==> src/rtl/dmem_dump_pkg.sv <==
// Shared types and constants for the data-memory dump controller.
// Word size is fixed at 8 bytes, which is why addresses are word index << 3.
package dmem_dump_pkg;

   typedef enum logic [1:0] {
      IDLE,
      READ,
      SEND,
      DONE
   } dump_state_t;

   localparam int WORD_BYTES = 8;
   localparam int WORD_SHIFT = 3;

endpackage

==> src/rtl/dmem_dump_ctrl_if.sv <==
// Dump word stream: valid/ready handshake plus the completion flag.
// The engine drives it through the master modport; a consumer uses the slave one.
interface dmem_dump_ctrl_if #(
   parameter int N = 64
);

   logic         dump_valid;
   logic         dump_ready;
   logic [N-1:0] dump_addr;
   logic [N-1:0] dump_data;
   logic         dump_done;

   modport master (
      output dump_valid,
      input  dump_ready,
      output dump_addr,
      output dump_data,
      output dump_done
   );

   modport slave (
      input  dump_valid,
      output dump_ready,
      input  dump_addr,
      input  dump_data,
      input  dump_done
   );

endinterface

==> src/rtl/dmem_port_mux.sv <==
// Selects who owns the data-memory port: the processor or the dump engine.
// Stores are only let through while the processor owns the port.
module dmem_port_mux #(
   parameter int N = 64
) (
   input  logic         sel_cpu,
   input  logic [N-1:0] cpu_addr,
   input  logic [N-1:0] cpu_wdata,
   input  logic         cpu_we,
   input  logic [N-1:0] eng_addr,
   output logic [N-1:0] mem_addr,
   output logic [N-1:0] mem_wdata,
   output logic         mem_we
);

   always_comb begin
      mem_addr  = eng_addr;
      mem_wdata = cpu_wdata;
      mem_we    = 1'b0;
      if (sel_cpu) begin
         mem_addr = cpu_addr;
         mem_we   = cpu_we;
      end
   end

endmodule

==> src/rtl/dmem_dump_ctrl.sv <==
// Data-memory arbiter: passes processor accesses through, or on a dump
// request stalls the processor and streams every memory word out.
module dmem_dump_ctrl
   import dmem_dump_pkg::*;
#(
   parameter int N     = 64,
   parameter int DEPTH = 128
) (
   input  logic         CLOCK_50,
   input  logic         reset,
   input  logic         dump,
   input  logic [N-1:0] cpu_addr,
   input  logic [N-1:0] cpu_writeData,
   input  logic         cpu_writeEnable,
   output logic [N-1:0] cpu_readData,
   output logic         cpu_stall,
   output logic [N-1:0] mem_addr,
   output logic [N-1:0] mem_writeData,
   output logic         mem_writeEnable,
   input  logic [N-1:0] mem_readData,
   dmem_dump_ctrl_if.master dbus
);

   localparam int IW = $clog2(DEPTH);
   localparam logic [IW-1:0] LAST_IDX = IW'(DEPTH - 1);

   dump_state_t   state_q, state_d;
   logic [IW-1:0] idx_q, idx_d;
   logic          dump_q, dump_d;
   logic [N-1:0]  dump_data_q, dump_data_d;
   logic [N-1:0]  word_addr;
   logic          dump_rise;

   assign word_addr = N'(idx_q) << WORD_SHIFT;
   assign dump_rise = dump & ~dump_q;

   always_ff @(posedge CLOCK_50) begin
      if (reset) begin
         state_q     <= IDLE;
         idx_q       <= '0;
         dump_q      <= 1'b0;
         dump_data_q <= '0;
      end else begin
         state_q     <= state_d;
         idx_q       <= idx_d;
         dump_q      <= dump_d;
         dump_data_q <= dump_data_d;
      end
   end

   always_comb begin
      state_d     = state_q;
      idx_d       = idx_q;
      dump_d      = dump;
      dump_data_d = dump_data_q;
      unique case (state_q)
         IDLE: begin
            if (dump_rise) begin
               idx_d   = '0;
               state_d = READ;
            end
         end
         READ: begin
            dump_data_d = mem_readData;
            state_d     = SEND;
         end
         SEND: begin
            if (dbus.dump_ready) begin
               if (idx_q == LAST_IDX) begin
                  state_d = DONE;
               end else begin
                  idx_d   = idx_q + 1'b1;
                  state_d = READ;
               end
            end
         end
         DONE: begin
            // Stay here, processor stalled, until the request is withdrawn.
            if (!dump) state_d = IDLE;
         end
         default: state_d = IDLE;
      endcase
   end

   always_comb begin
      cpu_stall       = (state_q != IDLE);
      dbus.dump_valid = (state_q == SEND);
      dbus.dump_done  = (state_q == DONE);
      dbus.dump_data  = dump_data_q;
      dbus.dump_addr  = '0;
      if (state_q == SEND) dbus.dump_addr = word_addr;
   end

   assign cpu_readData = mem_readData;

   dmem_port_mux #(
      .N(N)
   ) u_mux (
      .sel_cpu   (state_q == IDLE),
      .cpu_addr  (cpu_addr),
      .cpu_wdata (cpu_writeData),
      .cpu_we    (cpu_writeEnable),
      .eng_addr  (word_addr),
      .mem_addr  (mem_addr),
      .mem_wdata (mem_writeData),
      .mem_we    (mem_writeEnable)
   );

endmodule

==> src/flat_wrapper.sv <==
// flat-port wrapper written by rule: the top's interface ports become plain ports
module dmem_dump_ctrl_flat import dmem_dump_pkg::*;
#(
   parameter int N     = 64,
   parameter int DEPTH = 128
)
  (CLOCK_50, reset, dump, cpu_addr, cpu_writeData, cpu_writeEnable, cpu_readData, cpu_stall, mem_addr, mem_writeData, mem_writeEnable, mem_readData, dbus_dump_valid, dbus_dump_ready, dbus_dump_addr, dbus_dump_data, dbus_dump_done);
  dmem_dump_ctrl_if #(.N(N)) dbus_i ();
  input  logic CLOCK_50;
  input  logic reset;
  input  logic dump;
  input  logic [N-1:0] cpu_addr;
  input  logic [N-1:0] cpu_writeData;
  input  logic cpu_writeEnable;
  output logic [N-1:0] cpu_readData;
  output logic cpu_stall;
  output logic [N-1:0] mem_addr;
  output logic [N-1:0] mem_writeData;
  output logic mem_writeEnable;
  input  logic [N-1:0] mem_readData;
  output wire logic [$bits(dbus_i.dump_valid)-1:0] dbus_dump_valid;
  input wire logic [$bits(dbus_i.dump_ready)-1:0] dbus_dump_ready;
  output wire logic [$bits(dbus_i.dump_addr)-1:0] dbus_dump_addr;
  output wire logic [$bits(dbus_i.dump_data)-1:0] dbus_dump_data;
  output wire logic [$bits(dbus_i.dump_done)-1:0] dbus_dump_done;
  assign dbus_dump_valid = dbus_i.dump_valid;
  assign dbus_i.dump_ready = dbus_dump_ready;
  assign dbus_dump_addr = dbus_i.dump_addr;
  assign dbus_dump_data = dbus_i.dump_data;
  assign dbus_dump_done = dbus_i.dump_done;
  dmem_dump_ctrl #(.N(N), .DEPTH(DEPTH)) u_core (.CLOCK_50(CLOCK_50), .reset(reset), .dump(dump), .cpu_addr(cpu_addr), .cpu_writeData(cpu_writeData), .cpu_writeEnable(cpu_writeEnable), .cpu_readData(cpu_readData), .cpu_stall(cpu_stall), .mem_addr(mem_addr), .mem_writeData(mem_writeData), .mem_writeEnable(mem_writeEnable), .mem_readData(mem_readData), .dbus(dbus_i));
endmodule
==> config.mk <==
export PLATFORM = sky130hd
export DESIGN_NAME = dmem_dump_ctrl_flat
export DESIGN_NICKNAME = d
export VERILOG_FILES = /design/src/rtl/dmem_dump_pkg.sv /design/src/rtl/dmem_dump_ctrl_if.sv /design/src/rtl/dmem_port_mux.sv /design/src/rtl/dmem_dump_ctrl.sv /design/src/flat_wrapper.sv
export SDC_FILE = /design/constraint.sdc
export NUM_CORES = 1
export LEC_CHECK = 0
export ABC_AREA = 1
export BUFFER_PORTS_ARGS = -buffer_cell sky130_fd_sc_hd__buf_2
export CAP_MARGIN = 20
export CELL_PAD_IN_SITES_DETAIL_PLACEMENT = 0
export CELL_PAD_IN_SITES_GLOBAL_PLACEMENT = 2
export CORE_AREA = 3 3 204 206
export DETAILED_ROUTE_END_ITERATION = 10
export DIE_AREA = 0 0 207 209
export PLACE_DENSITY_LB_ADDON = 0.1
export SLEW_MARGIN = 40
export SYNTH_ARGS = -nofsm -noshare
export SYNTH_HDL_FRONTEND = slang
export SYNTH_SLANG_ARGS = --single-unit
==> constraint.sdc <==
create_clock -name CLOCK_50 -period 2.3 [get_ports CLOCK_50]
set_clock_uncertainty 0.1 [all_clocks]
set_input_delay 0.23 -clock CLOCK_50 [delete_from_list [all_inputs] [get_ports CLOCK_50]]
set_output_delay 0.23 -clock CLOCK_50 [all_outputs]
set_load 0.005 [all_outputs]
==> metrics.log, run 1 <==
[metrics] result of the run: finished clean
[metrics] post-synthesis cell type with the largest combined area: dfxtp_1
[metrics] CTS buffer count: 9
[metrics] Initial Util: a little under an eighth
[metrics] RSZ-0062 raised after global routing: no
[metrics] Most used DFF post-synth: dfxtp_1
[metrics] DRC Markers: 0
[metrics] Min-Delay Path Class: input pin to flop
[metrics] overall overflow remaining after global route: 0
[metrics] via count of the first global-routing pass: ~4.8k
[metrics] cell with the most instances after synthesis: nor2_1
[metrics] r2r endpoint: u_core.idx_q[1]
[metrics] most numerous cell types in the synthesized netlist: 200 x nor2_1, 190 x buf_4, 75 x inv_1
[metrics] Sequential Power Share: 33.5%
[metrics] post-CTS setup buffer count: 0
[metrics] pin slew with the least headroom to its limit: about 0.56 ns
[metrics] diode insertion count for antenna repair: 0
[metrics] CTS tree: yes
[metrics] Syn Std Cell Area: 4750 um2
[metrics] latest clock arrival within the worst-skew pair: 0.34 ns
[metrics] average size of a mapped cell: roughly 6.8 um2
[metrics] Layout Nets: 1100
[metrics] Internal Dissipation: 3.10 mW
[metrics] Core Footprint: roughly 40000 um2
[metrics] cell types with the largest area share after synthesis: dfxtp_1 31%, buf_4 30%, nor2_1 16%, inv_1 5.9%, o21ai_0 4.1%
[metrics] largest net degree at the start of global routing: 63
[metrics] number of synthesized register bits: 74
[metrics] Period minus WS final: 2.06 ns
[metrics] switching fraction of total power: 35.2%
[metrics] Final Hold Slack: ~0.024 ns
[metrics] gr usage total: 9.38%
[metrics] CTS Root Buffer Type: clkbuf_16
[metrics] sequential element share of the synthesized area: between 30% and 40%
[metrics] Max Buffers Root-to-Sink: 2
[metrics] share of the synthesized area in the top cell type: 31.2%
[metrics] first-pass detailed-route iteration total: 4
[metrics] leakage power summed over all cells: ~3.5 nW
[metrics] Comb pwr share: 33.8%
[metrics] top-level I/O count: 521
[metrics] minimum setup slack in the final design: between 0.2 and 0.25 ns
[metrics] Die Ht: 209 um
[metrics] total number of yosys warnings: 0
[metrics] number of nets with antenna violations after detailed routing: 0
[metrics] final core area utilization: 15.7%
[metrics] delay of the slowest cell on the worst path: 0.46 ns
[metrics] post-place setup slack: 0.572 ns
[metrics] cell depth of the worst hold path: 3
[metrics] largest fanout on the critical path: 27
[metrics] asr flop ratio synth: 0%
[metrics] Worst EP arrival: between 1.5 and 2 ns
[metrics] Sinks on Clock Net: 74
[metrics] Iter 0 DRT Violations: 68
[metrics] Layout area overhead: 31.8%
[metrics] wire length of the first global-routing pass: around 31000 um
[metrics] initial antenna violation count: 0
[metrics] Post-synth EDFFs: 0
[metrics] critical path, cell by cell: nor2_2, inv_2, buf_4, nor2_1, buf_2
[metrics] routed wire length: around 21000 um
[metrics] final weighted congestion of routability-driven global placement: around 0.7
[metrics] count of H-tree levels built during CTS: 3
[metrics] launch instance of the worst register-to-register path: u_core.state_q[1]
[metrics] post-CTS clock slew at the launch and capture registers of the worst setup and hold paths: roughly 0.060 ns
[metrics] Hold Vio Cnt, Final: 0
[metrics] required time at the worst-slack endpoint: 1.97 ns
[metrics] endpoint of the worst hold-timing path: u_core.dbus.dump_data[50]
[metrics] count of distinct cell types in the synthesized netlist: 25
[metrics] detailed-route via count: 4597
[metrics] HPWL after detailed placement: 17100 um
[metrics] port bufs: 335
[metrics] number of cells on the worst reg-to-reg path: 8
[metrics] f_max: 486 MHz
[metrics] area of the die: 43300 um2
[metrics] post-DR vias/cell: 3.21
[metrics] Reg2Reg Setup Slack: around 0.65 ns
[metrics] sort of element at the end of the critical path: output pin
[metrics] switching power summed over all nets: 1.68 mW
[metrics] Total Negative Setup Slacks: 0 ns
[metrics] class of the most critical setup path: flop to output pin
[metrics] Die X: roughly 210 um
[metrics] startpoint of the lowest-slack hold path: mem_readData[50]
[metrics] relative max-transition margin: 62.9%
[metrics] Critical Path Source Type: flop
[metrics] Std-Cell Rows: 73
[metrics] Mapped Cells: 697
[metrics] Max-cap violations: 0
[metrics] P per Cell Area: 764 nW/um2
[metrics] share of the clock period used by the worst path after layout: 89.5%
[metrics] Peak VDD IR: 0.233 mV
[metrics] clock group share of total power: 32.8%
[metrics] cell with the biggest individual delay on the critical path: dfxtp_1
[metrics] count of pins over their slew limit: 0
[metrics] routed length per instance: around 15 um
[metrics] number of setup violations in the final report: 0
[metrics] share of post-route cells with drive strength above 1: 41.7%
[power by group through the flow]
stage | clock (mW) | sequential [mW] | combinational [mW]
final | 1.57 | 1.60 | 1.62
after global routing | 1.70 | 1.63 | 1.85
after CTS | 1.66 | 1.60 | 1.69
after detailed placement | 0 | 1.62 | 1.68
after global placement | 0 | 1.63 | 1.72
after floorplan | 0 | 1.64 | 0.949
[metal layers]
layer  up-vias  GRT usage [%]  wire length [um]
met5         -          0.222                 0
met4         0           2.18               182
met3         9           4.95              2550
met2       324           15.4              9670
met1      1991           10.8              8800
li1       2273              -                 -
[timing repair]
action	in CTS	in global routing
hold endpoints to repair	5	0
resized for setup	0	0
hold buffers	4	0
setup endpoints to repair	0	0
[layout by cell type (no fill, tap or decap), types with 9 or more instances in the layout]
cell type  netlist  final
buf_2            9    335
clkbuf_16        0      9
dfxtp_1         74     74
o21ai_0         39     39
nand3_1         11     11
nor2_1         200    200
nand2_1         22     22
inv_1           75     75
conb_1           1     57
o21ai_1         36     36
[registers in the layout, summed over array words and instances, names as in the netlist]
register / count
u_core.state_q: 2
u_core.dbus.dump_data: 64
u_core.dump_q: 1
u_core.idx_q: 7
[critical path: cells and delay by family, from the launching register on]
kind,cells,cell delay (ns)
buffers and inverters,3,0.78
flip-flops,1,0.46
AND/OR/NAND/NOR,2,0.13
[logic make-up after synthesis]
kind of cell,after synthesis,share of synthesized area (%)
AO/OA/AOI/OAI,82,8.72
adder cells (fa/ha/maj),1,0.263
buffers and inverters,293,38.6
flip-flops,74,31.2
other,1,0.0790
AND/OR/NAND/NOR,246,21.2
[how the worst max path moves through the flow]
stage,startpoint,endpoint,slack (ns),depth (start not counted)
after floorplan,u_core.idx_q[0],u_core.idx_q[0],0.91,8
after global placement,u_core.state_q[1],mem_writeEnable,0.58,5
after detailed placement,u_core.state_q[1],mem_writeEnable,0.57,5
after CTS,u_core.state_q[1],mem_writeEnable,0.17,5
after global routing,u_core.state_q[1],mem_writeEnable,0.08,5
final,u_core.state_q[1],mem_writeEnable,0.24,5
[stage by stage]
step | instances | power [mW] | area [um2]
3_5_place_dp | 1412 | 3.30 | 5910
6_report | 1432 | 4.78 | 6260
4_1_cts | 1432 | 4.95 | 6260
3_3_place_gp | 1412 | 3.35 | 5910
5_1_grt | 1432 | 5.18 | 6260
2_1_floorplan | 753 | 2.59 | 4960
[area by class of cell]
| class | count | area [um2] |
|---|---|---|
| repair buffers | 351 | 1860 |
| fillers | 4707 | 33600 |
| well taps | 525 | 657 |
| clock inverters | 5 | 78.8 |
| inverters | 80 | 300 |
| clock buffers | 11 | 233 |
| multi-input cells | 386 | 1650 |
| flip-flops and latches | 74 | 1480 |
No activity file was read; power rests on OpenSTA's default activity.
==> run 2: changes to the inputs <==
==> constraint.sdc (replaced) <==
create_clock -name CLOCK_50 -period 2.3 [get_ports CLOCK_50]
set_clock_uncertainty 0.1 [all_clocks]
set_input_delay 0.345 -clock CLOCK_50 [delete_from_list [all_inputs] [get_ports CLOCK_50]]
set_output_delay 0.345 -clock CLOCK_50 [all_outputs]
set_load 0.005 [all_outputs]
==> metrics.log, run 2 (synthesized netlist as in run 1, its figures left out) <==
[metrics] result of the run: finished clean
[metrics] Final Cell Area: 6150 um2
[metrics] count of H-tree levels built during CTS: 3
[metrics] number of cells on the worst reg-to-reg path: 8
[metrics] routed length per instance: 15.0 um
[metrics] P per Cell Area: 754 nW/um2
[metrics] latest clock arrival within the worst-skew pair: 0.34 ns
[metrics] wire length of the first global-routing pass: 30700 um
[metrics] minimum setup slack in the final design: 0.206 ns
[metrics] first-pass detailed-route iteration total: 6
[metrics] overall overflow remaining after global route: 0
[metrics] Layout Nets: roughly 1.1k
[metrics] post-place instance area: a little under 6000 um2
[metrics] Critical Path Source Type: flop
[metrics] post-CTS sizing: 0
[metrics] hold-fix buffer count after cts: 0
[metrics] RSZ-0062 raised after global routing: no
[metrics] Max-cap violations: 0
[metrics] critical path, cell by cell: nor2_2, inv_2, buf_12, nor2_1, buf_2
[metrics] Die Ht: 209 um
[metrics] relative max-transition margin: 65.4%
[metrics] Iter 0 DRT Violations: 154
[metrics] required time at the worst-slack endpoint: 1.86 ns
[metrics] DRC Markers: 0
[metrics] number of setup violations in the final report: 0
[metrics] leading cell types in the layout, fill and taps excluded: 335 x buf_2, 200 x nor2_1, 75 x inv_1
[metrics] CTS Root Buffer Type: clkbuf_16
[metrics] Peak VDD IR: 0.271 mV
[metrics] cell with the biggest individual delay on the critical path: dfxtp_1
[metrics] largest net degree at the start of global routing: 46
[metrics] Hold Vio Cnt, Final: 0
[metrics] Std-Cell Rows: 73
[metrics] critical path endpoint: mem_addr[49]
[metrics] leakage power summed over all cells: 3.49 nW
[metrics] initial antenna violation count: 0
[metrics] post-CTS setup buffer count: 0
[metrics] f_max: 478 MHz
[metrics] gr usage total: 9.37%
[metrics] largest fanout on the critical path: 44
[metrics] final weighted congestion of routability-driven global placement: 0.720
[metrics] post-place setup slack: about 0.55 ns
[metrics] pin slew with the least headroom to its limit: 0.519 ns
[metrics] Layout area overhead: 29.6%
[metrics] commonest non-fill, non-tap cell in the layout: buf_2
[metrics] Final Power: between 4 and 5 mW
[metrics] count of pins over their slew limit: 0
[metrics] share of post-route cells with drive strength above 1: 41.5%
[metrics] post-CTS clock slew at the launch and capture registers of the worst setup and hold paths: approximately 0.070 ns
[metrics] Total Negative Setup Slacks: 0 ns
[metrics] final standard cell count with taps included and fillers excluded: 1423
[metrics] launch instance of the worst register-to-register path: u_core.state_q[1]
[metrics] port bufs: 335
[metrics] Final Hold Slack: 0.130 ns
[metrics] Worst Setup SP: u_core.state_q[1]
[metrics] Sinks on Clock Net: 74
[metrics] routed wire length: roughly 21000 um
[metrics] post-DR vias/cell: 3.15
[metrics] Initial Util: about an eighth
[metrics] CTS tree: yes
[metrics] top-level I/O count: 521
[metrics] Max Buffers Root-to-Sink: 2
[metrics] diode insertion count for antenna repair: 0
[metrics] detailed-route via count: between 4k and 5k
[metrics] Core Footprint: 39800 um2
[metrics] class of the most critical setup path: flop to output pin
[metrics] Die X: 207 um
[metrics] via count of the first global-routing pass: 4557
[metrics] max FFs per register: 64
[metrics] share of the clock period used by the worst path after layout: between 90% and 100%
[metrics] Worst EP arrival: 1.65 ns
[metrics] final core area utilization: 15.5%
[metrics] delay of the slowest cell on the worst path: around 0.45 ns
[metrics] sort of element at the end of the critical path: output pin
[metrics] CTS buffer count: 9
[metrics] Reg2Reg Setup Slack: between 0.6 and 0.7 ns
[metrics] Period minus WS final: around 2.1 ns
[metrics] HPWL after detailed placement: 17300 um
[metrics] Min-Delay Path Class: input pin to flop
[metrics] number of nets with antenna violations after detailed routing: 0
[metrics] post-placement cell count: between 1k and 1.5k
[metrics] area of the die: 43300 um2
[metrics] r2r endpoint: u_core.idx_q[1]
-- run 2: cell count changes in the layout (fill, tap and decap cells not counted), sizes merged --
cell / change
buf: -5
dlygate4sd3: -4
bufinv: -1
clkbuf: +1
clkinv: -1
clkinvlp: +1
-- run 2: power breakdown --
| part | switching, mW | total (mW) | internal [mW] | leakage, nW |
|---|---|---|---|---|
| combinational | 0.940 | 1.56 | 0.617 | 2.74 |
| sequential | 0.111 | 1.60 | 1.49 | 0.608 |
| clock | 0.612 | 1.48 | 0.873 | 0.143 |
-- run 2: how the worst min path moves through the flow --
stage,slack [ns],endpoint,cells past startpoint,start
after floorplan,0.31,u_core.idx_q[2],1,reset
after global placement,0.38,u_core.dbus.dump_data[46],2,u_core.dbus.dump_data[46]
after detailed placement,0.38,u_core.dbus.dump_data[41],2,u_core.dbus.dump_data[41]
after CTS,0.11,u_core.dbus.dump_data[9],3,mem_readData[9]
after global routing,0.14,u_core.dbus.dump_data[43],3,mem_readData[43]
final,0.13,u_core.dbus.dump_data[9],3,mem_readData[9]
-- run 2: layer usage --
layer,wire (um),global-route usage (%)
met5,0,0
met4,221,2.32
met3,2580,5.09
met2,9550,15.0
met1,9010,11.0
-- run 2: layout make-up --
class	instances	area, um2
Inverter	80	300
Clock inverter	4	51.3
Timing Repair Buffer	342	1770
Clock buffer	12	246
Fill cell	4675	33700
Tap cell	525	657
Multi-Input combinational cell	386	1650
Sequential cell	74	1480
-- run 2: worst max-delay path, delay by kind of cell, from the launching register on --
| kind | cells | cell delay [ns] |
|---|---|---|
| buffers and inverters | 3 | 0.66 |
| and+or+nand+nor | 2 | 0.15 |
| DFF | 1 | 0.45 |
